## src/rtl/spi_ctrl_pkg.sv

```systemverilog
// Shared encodings for the SPI transaction scheduler: FSM states, byte width
// and the round-robin pointer increment.
package spi_ctrl_pkg;

    localparam int BYTE_W = 8;

    typedef enum logic [2:0] {
        ST_IDLE  = 3'd0,
        ST_SETUP = 3'd1,
        ST_XFER  = 3'd2,
        ST_WAIT  = 3'd3,
        ST_HOLD  = 3'd4
    } spi_state_e;

    function automatic int rr_next(input int idx, input int n);
        return (idx == n - 1) ? 0 : idx + 1;
    endfunction

endpackage

```

## src/rtl/spi_rr_arbiter.sv

```systemverilog
// Combinational round-robin picker: first asserted request at or after the
// pointer, searching upward with wrap, returned as one-hot and as an index.
module spi_rr_arbiter #(
    parameter int N_REQ = 4,
    parameter int IDX_W = 2
) (
    input  logic [N_REQ-1:0] i_req,
    input  logic [IDX_W-1:0] i_ptr,
    output logic [N_REQ-1:0] o_win_oh,
    output logic [IDX_W-1:0] o_win_idx,
    output logic             o_win_valid
);

    logic [IDX_W-1:0] w_cand;

    always_comb begin
        // NOTE: every output of a combinational block gets a default before any branch, so no latch can be inferred.
        o_win_oh    = '0;
        o_win_idx   = '0;
        o_win_valid = 1'b0;
        w_cand      = '0;
        for (int i = 0; i < N_REQ; i++) begin
            w_cand = IDX_W'((int'(i_ptr) + i) % N_REQ);
            if (!o_win_valid && i_req[w_cand]) begin
                o_win_valid      = 1'b1;
                o_win_idx        = w_cand;
                o_win_oh[w_cand] = 1'b1;
            end
        end
    end

endmodule

```

## src/rtl/spi_txn_scheduler.sv

```systemverilog
// Shares one SPI byte engine between N_REQ requesters, one chip-select each,
// round-robin per transaction. SPI_TIMEOUT_EN adds a per-byte eng_done timeout.
module spi_txn_scheduler
    import spi_ctrl_pkg::*;
#(
    parameter int N_REQ    = 4,
    parameter int LEN_W    = 4,
    parameter int CS_SETUP = 2,
    parameter int CS_HOLD  = 2,
    parameter int TIMEOUT  = 255
) (
    input  logic                      clk,
    input  logic                      rst,
    input  logic [N_REQ-1:0]          req,
    input  logic [N_REQ*LEN_W-1:0]    req_len,
    input  logic [N_REQ*BYTE_W-1:0]   req_tx,
    output logic [N_REQ-1:0]          gnt,
    output logic [N_REQ-1:0]          tx_ack,
    output logic [N_REQ-1:0]          rx_valid,
    output logic [BYTE_W-1:0]         rx_data,
    output logic [N_REQ-1:0]          done,
    output logic                      busy,
    output logic [N_REQ-1:0]          ss_n,
    output logic                      eng_start,
    output logic [BYTE_W-1:0]         eng_tx,
    input  logic                      eng_busy,
    input  logic                      eng_done,
    input  logic [BYTE_W-1:0]         eng_rx,
    output logic                      err
);

    localparam int IDX_W  = (N_REQ > 1) ? $clog2(N_REQ) : 1;
    localparam int CNT_W  = LEN_W + 1;
    localparam int PH_MAX = (CS_SETUP > CS_HOLD) ? CS_SETUP : CS_HOLD;
    localparam int PH_W   = $clog2(PH_MAX + 1);

    logic [LEN_W-1:0]  w_len_arr [N_REQ];
    logic [BYTE_W-1:0] w_tx_arr  [N_REQ];

    for (genvar g = 0; g < N_REQ; g++) begin : g_slice
        assign w_len_arr[g] = req_len[g*LEN_W +: LEN_W];
        assign w_tx_arr[g]  = req_tx[g*BYTE_W +: BYTE_W];
    end

    spi_state_e        r_state, w_state_nx;
    logic [IDX_W-1:0]  r_idx, w_idx_nx;
    logic [IDX_W-1:0]  r_ptr, w_ptr_nx;
    logic [LEN_W-1:0]  r_len, w_len_nx;
    logic [CNT_W-1:0]  r_byte_cnt, w_byte_cnt_nx;
    logic [PH_W-1:0]   r_ph_cnt, w_ph_cnt_nx;
    logic [N_REQ-1:0]  r_gnt, w_gnt_nx;
    logic [N_REQ-1:0]  r_ss_n, w_ss_n_nx;
    logic [N_REQ-1:0]  r_tx_ack, w_tx_ack_nx;
    logic [N_REQ-1:0]  r_rx_valid, w_rx_valid_nx;
    logic [N_REQ-1:0]  r_done, w_done_nx;
    logic [BYTE_W-1:0] r_rx_data, w_rx_data_nx;
    logic [BYTE_W-1:0] r_eng_tx, w_eng_tx_nx;
    logic              r_eng_start, w_eng_start_nx;
    logic              r_busy;

    logic [N_REQ-1:0]  w_win_oh;
    logic [IDX_W-1:0]  w_win_idx;
    logic              w_win_valid;

`ifdef SPI_TIMEOUT_EN
    localparam int TO_W = $clog2(TIMEOUT + 1);
    logic [TO_W-1:0]   r_to_cnt, w_to_cnt_nx;
    logic              r_err, w_err_nx;
`endif

    spi_rr_arbiter #(
        .N_REQ (N_REQ),
        .IDX_W (IDX_W)
    ) u_arb (
        .i_req       (req),
        .i_ptr       (r_ptr),
        .o_win_oh    (w_win_oh),
        .o_win_idx   (w_win_idx),
        .o_win_valid (w_win_valid)
    );

    always_comb begin
        w_state_nx     = r_state;
        w_idx_nx       = r_idx;
        w_ptr_nx       = r_ptr;
        w_len_nx       = r_len;
        w_byte_cnt_nx  = r_byte_cnt;
        w_ph_cnt_nx    = r_ph_cnt;
        w_gnt_nx       = r_gnt;
        w_ss_n_nx      = r_ss_n;
        w_tx_ack_nx    = '0;
        w_rx_valid_nx  = '0;
        w_done_nx      = '0;
        w_rx_data_nx   = r_rx_data;
        w_eng_tx_nx    = r_eng_tx;
        w_eng_start_nx = 1'b0;
`ifdef SPI_TIMEOUT_EN
        w_to_cnt_nx    = r_to_cnt;
        w_err_nx       = r_err;
`endif

        case (r_state)
            ST_IDLE: begin
                if (w_win_valid && !eng_busy) begin
                    w_state_nx    = ST_SETUP;
                    w_idx_nx      = w_win_idx;
                    w_gnt_nx      = w_win_oh;
                    w_ss_n_nx     = ~w_win_oh;
                    w_len_nx      = w_len_arr[w_win_idx];
                    w_byte_cnt_nx = '0;
                    w_ph_cnt_nx   = '0;
                end
            end
            ST_SETUP: begin
                if (r_ph_cnt == PH_W'(CS_SETUP - 1)) begin
                    w_state_nx = ST_XFER;
                end else begin
                    w_ph_cnt_nx = r_ph_cnt + 1'b1;
                end
            end
            ST_XFER: begin
                w_state_nx = ST_WAIT;
`ifdef SPI_TIMEOUT_EN
                w_to_cnt_nx = '0;
`endif
            end
            ST_WAIT: begin
                if (eng_done) begin
                    w_rx_data_nx           = eng_rx;
                    w_rx_valid_nx[r_idx]   = 1'b1;
                    w_byte_cnt_nx          = r_byte_cnt + 1'b1;
                    // r_byte_cnt is the count before this byte, so equality marks the last one.
                    if (r_byte_cnt == {1'b0, r_len}) begin
                        w_state_nx  = ST_HOLD;
                        w_ss_n_nx   = '1;
                        w_ph_cnt_nx = '0;
                    end else begin
                        w_state_nx = ST_XFER;
                    end
                end
`ifdef SPI_TIMEOUT_EN
                else if (r_to_cnt == TO_W'(TIMEOUT - 1)) begin
                    w_err_nx    = 1'b1;
                    w_state_nx  = ST_HOLD;
                    w_ss_n_nx   = '1;
                    w_ph_cnt_nx = '0;
                end else begin
                    w_to_cnt_nx = r_to_cnt + 1'b1;
                end
`endif
            end
            ST_HOLD: begin
                if (r_ph_cnt == PH_W'(CS_HOLD - 1)) begin
                    w_state_nx       = ST_IDLE;
                    w_done_nx[r_idx] = 1'b1;
                    w_gnt_nx         = '0;
                    w_ptr_nx         = IDX_W'(rr_next(int'(r_idx), N_REQ));
                end else begin
                    w_ph_cnt_nx = r_ph_cnt + 1'b1;
                end
            end
            default: begin
                w_state_nx = ST_IDLE;
                w_gnt_nx   = '0;
                w_ss_n_nx  = '1;
            end
        endcase

        // XFER lasts exactly one cycle, so entering it is the byte-start event.
        if (w_state_nx == ST_XFER) begin
            w_eng_start_nx     = 1'b1;
            w_tx_ack_nx[r_idx] = 1'b1;
            w_eng_tx_nx        = w_tx_arr[r_idx];
        end
    end

    always_ff @(posedge clk) begin
        if (rst) begin
            r_state     <= ST_IDLE;
            r_idx       <= '0;
            r_ptr       <= '0;
            r_len       <= '0;
            r_byte_cnt  <= '0;
            r_ph_cnt    <= '0;
            r_gnt       <= '0;
            r_ss_n      <= '1;
            r_tx_ack    <= '0;
            r_rx_valid  <= '0;
            r_done      <= '0;
            r_rx_data   <= '0;
            r_eng_tx    <= '0;
            r_eng_start <= 1'b0;
            r_busy      <= 1'b0;
`ifdef SPI_TIMEOUT_EN
            r_to_cnt    <= '0;
            r_err       <= 1'b0;
`endif
        end else begin
            // NOTE: non-blocking assignments let every register update from the same pre-edge values.
            r_state     <= w_state_nx;
            r_idx       <= w_idx_nx;
            r_ptr       <= w_ptr_nx;
            r_len       <= w_len_nx;
            r_byte_cnt  <= w_byte_cnt_nx;
            r_ph_cnt    <= w_ph_cnt_nx;
            r_gnt       <= w_gnt_nx;
            r_ss_n      <= w_ss_n_nx;
            r_tx_ack    <= w_tx_ack_nx;
            r_rx_valid  <= w_rx_valid_nx;
            r_done      <= w_done_nx;
            r_rx_data   <= w_rx_data_nx;
            r_eng_tx    <= w_eng_tx_nx;
            r_eng_start <= w_eng_start_nx;
            r_busy      <= (w_state_nx != ST_IDLE);
`ifdef SPI_TIMEOUT_EN
            r_to_cnt    <= w_to_cnt_nx;
            r_err       <= w_err_nx;
`endif
        end
    end

    assign gnt       = r_gnt;
    assign ss_n      = r_ss_n;
    assign tx_ack    = r_tx_ack;
    assign rx_valid  = r_rx_valid;
    assign rx_data   = r_rx_data;
    assign done      = r_done;
    assign busy      = r_busy;
    assign eng_start = r_eng_start;
    assign eng_tx    = r_eng_tx;
`ifdef SPI_TIMEOUT_EN
    assign err       = r_err;
`else
    assign err       = 1'b0;
`endif

endmodule

```

## config.mk

```make
export PLATFORM = sky130hd
export DESIGN_NAME = spi_txn_scheduler
export DESIGN_NICKNAME = d
export VERILOG_FILES = /design/src/rtl/spi_ctrl_pkg.sv /design/src/rtl/spi_rr_arbiter.sv /design/src/rtl/spi_txn_scheduler.sv
export SDC_FILE = /design/constraint.sdc
export NUM_CORES = 1
export LEC_CHECK = 0
export CAP_MARGIN = 20
export CELL_PAD_IN_SITES_DETAIL_PLACEMENT = 1
export CELL_PAD_IN_SITES_GLOBAL_PLACEMENT = 2
export CORE_MARGIN = 2
export CORE_UTILIZATION = 29
export DETAILED_ROUTE_END_ITERATION = 10
export HOLD_SLACK_MARGIN = 0.15
export PLACE_DENSITY = 0.95
export SYNTH_ARGS = -nofsm -noshare
export SYNTH_HDL_FRONTEND = slang
export SYNTH_SLANG_ARGS = --single-unit
```

## constraint.sdc

```tcl
create_clock -name clk -period 4.4 [get_ports clk]
set_input_delay 0.44 -clock clk [delete_from_list [all_inputs] [get_ports clk]]
set_output_delay 0.44 -clock clk [all_outputs]
set_load 0.01 [all_outputs]
```

Word-level counts from Yosys, hierarchy flattened
Index checks and enable logic that the tools add are counted.
W data, S select, Z words.
- register bits after elaboration: 56
- latch bits: 0
- memory bits (writable): 0
- memory bits (read-only): 0
- input bits: 64
- output and inout port bits: 39
- word-level logic and storage cells: 148
- memories: 0
- add/subtract/negate cells: 6
- $mul: 0
- div/mod/pow operators: 0
- magnitude comparators: 12
- equal/unequal tests: 13
- shift-type cells: 0
- multiplexer cells: 59
- bitwise gates (word level): 13
- reductions and logical operators: 30
- operators by type and width (kind ; count):
    $mux W4 ; 11
    $pmux W4 S3 ; 2
    $mux W2 ; 9
    $bmux W8 S2 ; 1
    $mux W8 ; 2
    $lt A2 B3 Y1 const B ; 5
    $mux W3 ; 5
    $pmux W3 S5 ; 1
    $mux W1 ; 14
    $or A4 B4 Y4 ; 3
    $reduce_or A3 Y1 ; 4
    $demux W1 S2 ; 5
    $ge A2 B1 Y1 const B ; 5
    $mux W5 ; 2
    $ne A2 B2 Y1 const B ; 5
    $pmux W5 S2 ; 1
    $eq A3 B2 Y1 const B ; 3
    $logic_and A1 B1 Y1 ; 9
    $bmux W1 S2 ; 4
    $bmux W4 S2 ; 1
    $not A1 Y1 ; 7
    $add A2 B1 Y2 const B ; 3
    $ge A3 B3 Y1 const B ; 2
    $not A2 Y3 ; 2
    17 further kinds ; 27

Depth between registers and ports, before layout
- depth after elaboration: 18
- gate-level depth with buffers: 11
- mapped depth without buffers: 8

Cells and area by module
A second synthesis with hierarchy kept.
- cell total of the unflattened synthesis: 322
- area total of the unflattened synthesis: 3014.1 um^2
- modules (own cells, without submodules) (module ; instances ; cells each ; area each (um^2) ; sequential area each (um^2)):
    spi_txn_scheduler ; 1 ; 277 ; 2595.0 ; 1121.1
    spi_rr_arbiter ; 1 ; 45 ; 419.2 ; 0.0

Worst setup path before layout
Ideal clock, no wire load.
- path kind: reg2reg
- from: reg r_ptr[0]
- to: reg r_len[2]
- setup time: 103 ps
- arrival time: 2390 ps
- required time: 4297 ps
- setup slack: 1907 ps
- stages on the path, launching flop included: 11
- buffers on the path: 2
- clock period less this slack: 2493 ps
- cell sequence: dfxtp_1 > buf_6 > inv_2 > ha_1 > buf_6 > mux2_2 > o21bai_4 > a21oi_4 > xnor2_2 > mux2i_1 > a2111oi_2
- cells in the longest elaborated chain, start to end: 16
- elaborated cells on any way between the ends: 31
- those cells by class: 3 x add/sub; 19 x mux; 1 x bitwise; 8 x reduce/logical
- RTL lines (element ; RTL line ; RTL):
    from (decl) ; spi_txn_scheduler.sv:47 ; logic [IDX_W-1:0] r_ptr, w_ptr_nx;
    from (signal assigned) ; spi_txn_scheduler.sv:202 ; r_ptr <= w_ptr_nx;
    branches (longest 16 deep; another with $add A2 B1 Y2) ; - ;
    to (signal assigned) ; spi_txn_scheduler.sv:203 ; r_len <= w_len_nx;
    to (decl) ; spi_txn_scheduler.sv:48 ; logic [LEN_W-1:0] r_len, w_len_nx;
Several ways; the timed one is not identified. The select of a mux whose other input is x is not followed.
A chain may end at the register's enable or synchronous reset.

Worst setup path in the final report
- from: reg r_ptr[1]
- to: reg r_len[2]
Same word-level chain as after synthesis.

==> results by group <==
Floorplanning
  – Core area: 0.0108 mm2
  – Std cell rows: 38
  – Die span in x: 109 um
  – Num ports: 103
  – Starting Density: 0.297
  – DIE AREA: 0.0120 mm2
  – Die Ht: 109 um

Route
  – Vias per Instance: 5.09
  – DR iter-0 viols: 143
  – Routed wire length: 9.73 mm
  – Vias: 3,002
  – Final antenna-violating net count: 0
  – DRT Pass-1 Iters: 4
  – DRC Markers: 0
  – Drt wl/cell: 16.5 um

Synth
  – Post-synth EDFFs: 0
  – Post-synth top flop: dfxtp_1
  – Total nets after synthesis: 441
  – Syn avg cell area: 8.84 um2
  – Synth area leaders: dfxtp_1 (35%), mux4_2 (7.7%), nor2_1 (5.1%)
  – Post-synth top cells: dfxtp_1 (56), nor2_1 (44), a21oi_1 (32), nand2_1 (32), clkbuf_1 (15)
  – Share of async-settable or async-resettable flops after synthesis: 0
  – Simple-Gate Fraction of Synth Area: 0.201
  – Largest family of logic cells by synthesized area: simple AND/OR/NAND/NOR gates
  – FF+latch count, synth: 56
  – Adder-cell share of the synthesized area: 0.0537
  – Cell variety after synth: 56
  – Mux cell area share after synthesis: 0.133
  – Synth top area share: 0.348
  – Yosys warning count: 0
  – Top-count cell post-synth: dfxtp_1
  – XOR/XNOR Fraction of Synth Area: 0.0268
  – Synth Area in Compound Gates: 0.168
  – Area leader, netlist: dfxtp_1
  – Post-Syn Instances: 364
  – Synth Cell Area: 0.00322 mm2
  – Seq/Total Area, Yosys: 0.348

Clocking
  – CTS tree: yes
  – Setup bufs post-CTS: 0
  – Clk root buf: clkbuf_8
  – CTS Hold Buffers Added: 0
  – Sink Count: 56
  – Worst-path clk slew: 0.11 ns
  – Deepest clock path buffer count: 2
  – Num CTS Buffers: 5
  – Cts repair resizes: 0
  – Worst-Skew Late Latency: 0.31 ns
  – H-Tree Level Count: 2

Critical path
  – Setup crit start kind: register
  – CP delay by family, top: compound AO/OA/AOI/OAI gates
  – CP max FO: 10
  – Crit path max-delay cell type: dfxtp_1
  – Slowest Stage Delay on Critical Path: 0.55 ns
  – CP Buf/Inv Count: 1
  – Crit Path Class: register to register
  – Worst Path Arrival: 3.30 ns
  – CP required: 4.61 ns
  – Crit. End Element: register
  – Crit path cell chain: inv_1, ha_1, mux2_2, mux2i_1, nor2_1, o21ai_0, a211oi_1, a2111oi_2

Pwr
  – Lkg Pwr: 1.57 nW
  – Combinational share of power: 0.215
  – Sw power: 310 uW
  – Pwr per Cell Area: 247 mW/mm2
  – Worst IR Drop VDD: 0.130 mV
  – Clock network fraction of total power: 0.280
  – Sequential Power Share: 0.505
  – Switching Fraction: 0.288
  – Final Total Pwr: 1.08 mW
  – P_int: 767 uW

Timing
  – Peak Freq: 324 MHz
  – Final period demand of the worst path: 3.08 ns
  – Max-slew violations: 0
  – Worst Clk Skew: 0.00976 ns
  – Slew headroom: 0.502
  – Post-route setup slack: 1.32 ns
  – Period utilisation layout: 0.701
  – Hold Fails Final Rpt: 0
  – Slew @ Worst Pin: 0.740 ns
  – Setup tns final: 0 ns
  – RSZ-0062 raised after global routing: false
  – # setup viols final: 0

GRT
  – Largest net degree at the start of global routing: 43
  – Grt total ovfl: 0
  – Initial antenna violation count: 0
  – Vias in the first global route: 3,091
  – Total Routing Usage GR: 0.163
  – First-pass GRT wire length: 15.4 mm

Placed design
  – RD Place Congestion: 0.796
  – DP Wirelength: 7.43 mm
  – Port bufs: 101
  – Pre-CTS setup slack: 1.34 ns

Worst hold path
  – Min-Delay Path Class: register to register

Job
  – MaxCap Viol Count: 0

Finish
  – # diodes: 0
  – P&R area growth vs syn: 35.6%
  – Filler cells: 1,301
  – # nets final: 526
  – Share of layout cells above drive strength 1: 0.0867

Run status
  – Outcome: complete, no violations
[routing by layer]
| layer | wire length, um | part of all wire | GRT usage |
|---|---|---|---|
| met1 | 4240 | 0.44 | 0.205 |
| met3 | 451 | 0.046 | 0.0273 |
| met4 | 93 | 0.0096 | 0.0371 |
| met5 | 0 | 0 | 0 |
| met2 | 4950 | 0.51 | 0.292 |
[cells by family (layout without fill, tap and decap cells)]
group                    after synthesis  count (layout)
AO/OA/AOI/OAI                         81              81
XOR/XNOR                               9               9
adder cells (fa/ha/maj)               14              14
buffers and inverters                 40             126
flip-flops                            56              56
multiplexers                          27              27
other                                  1               1
AND/OR/NAND/NOR                      136             136
[worst reg2reg max path, cell delays in order (launching register included)]
cell and delay (ns):
dfxtp_1 0.55, inv_1 0.17, ha_1 0.53, mux2_2 0.43, mux2i_1 0.18, nor2_1 0.15, o21ai_0 0.49, a211oi_1 0.12
a2111oi_2 0.35
[power groups by stage]
stage	combinational (mW)	sequential, mW	clock [mW]
6_report	0.232	0.543	0.301
5_1_grt	0.255	0.547	0.332
4_1_cts	0.234	0.544	0.312
3_5_place_dp	0.233	0.555	0
3_3_place_gp	0.226	0.555	0
2_1_floorplan	0.134	0.548	0
[stage by stage]
step           instance area [um2]  hold WS, ns   util  instances
2_1_floorplan                 3220        0.440      -        364
4_1_cts                       4360        0.462  0.402        590
5_1_grt                       4360        0.476  0.402        590
3_3_place_gp                  4270        0.443  0.394        582
6_report                      4360        0.462  0.402        590
3_5_place_dp                  4270        0.447  0.394        582
[cell type report]
| cell class | count | area, um2 | area share |
|---|---|---|---|
| sequential | 56 | 1120 | 0.257 |
| multi-input combinational | 268 | 1880 | 0.431 |
| clock buffer | 5 | 68.8 | 0.0158 |
| inverter | 13 | 50.0 | 0.0115 |
| tap | 140 | 175 | 0.0401 |
| clock inverter | 3 | 27.5 | 0.00631 |
| timing repair buffer | 105 | 1040 | 0.239 |
[layout by cell type, fill, tap and decap left out, drive strengths merged, types with 10 or more instances in the layout]
cell and instances:
and2 11, nor2 44, inv 13, ha 13, nand3 10, nor3 12, mux4 12, o21ai 13
dfxtp 56, mux2i 13, a21oi 33, clkdlybuf4s50 101, nand2 32
[state kept, by name (all words and copies together) (netlist names), 3 cells and up]
| signal | count |
|---|---|
| tx_ack | 4 |
| r_state | 3 |
| ss_n | 4 |
| rx_data | 8 |
| rx_valid | 4 |
| gnt | 4 |
| eng_tx | 8 |
| r_len | 4 |
| r_byte_cnt | 5 |
| done | 4 |
[path summary, 6_finish.rpt]
| path | from | to | slack [ns] | depth (start not counted) |
|---|---|---|---|---|
| setup / recovery | r_ptr[1] | r_len[2] | 1.32 | 8 |
| hold / removal | rx_data[6] | rx_data[6] | 0.46 | 2 |
| setup reg to reg | r_ptr[1] | r_len[2] | 1.32 | 8 |
| hold reg to reg | rx_data[6] | rx_data[6] | 0.46 | 2 |
Note: power is estimated with default switching activity, not from simulation.
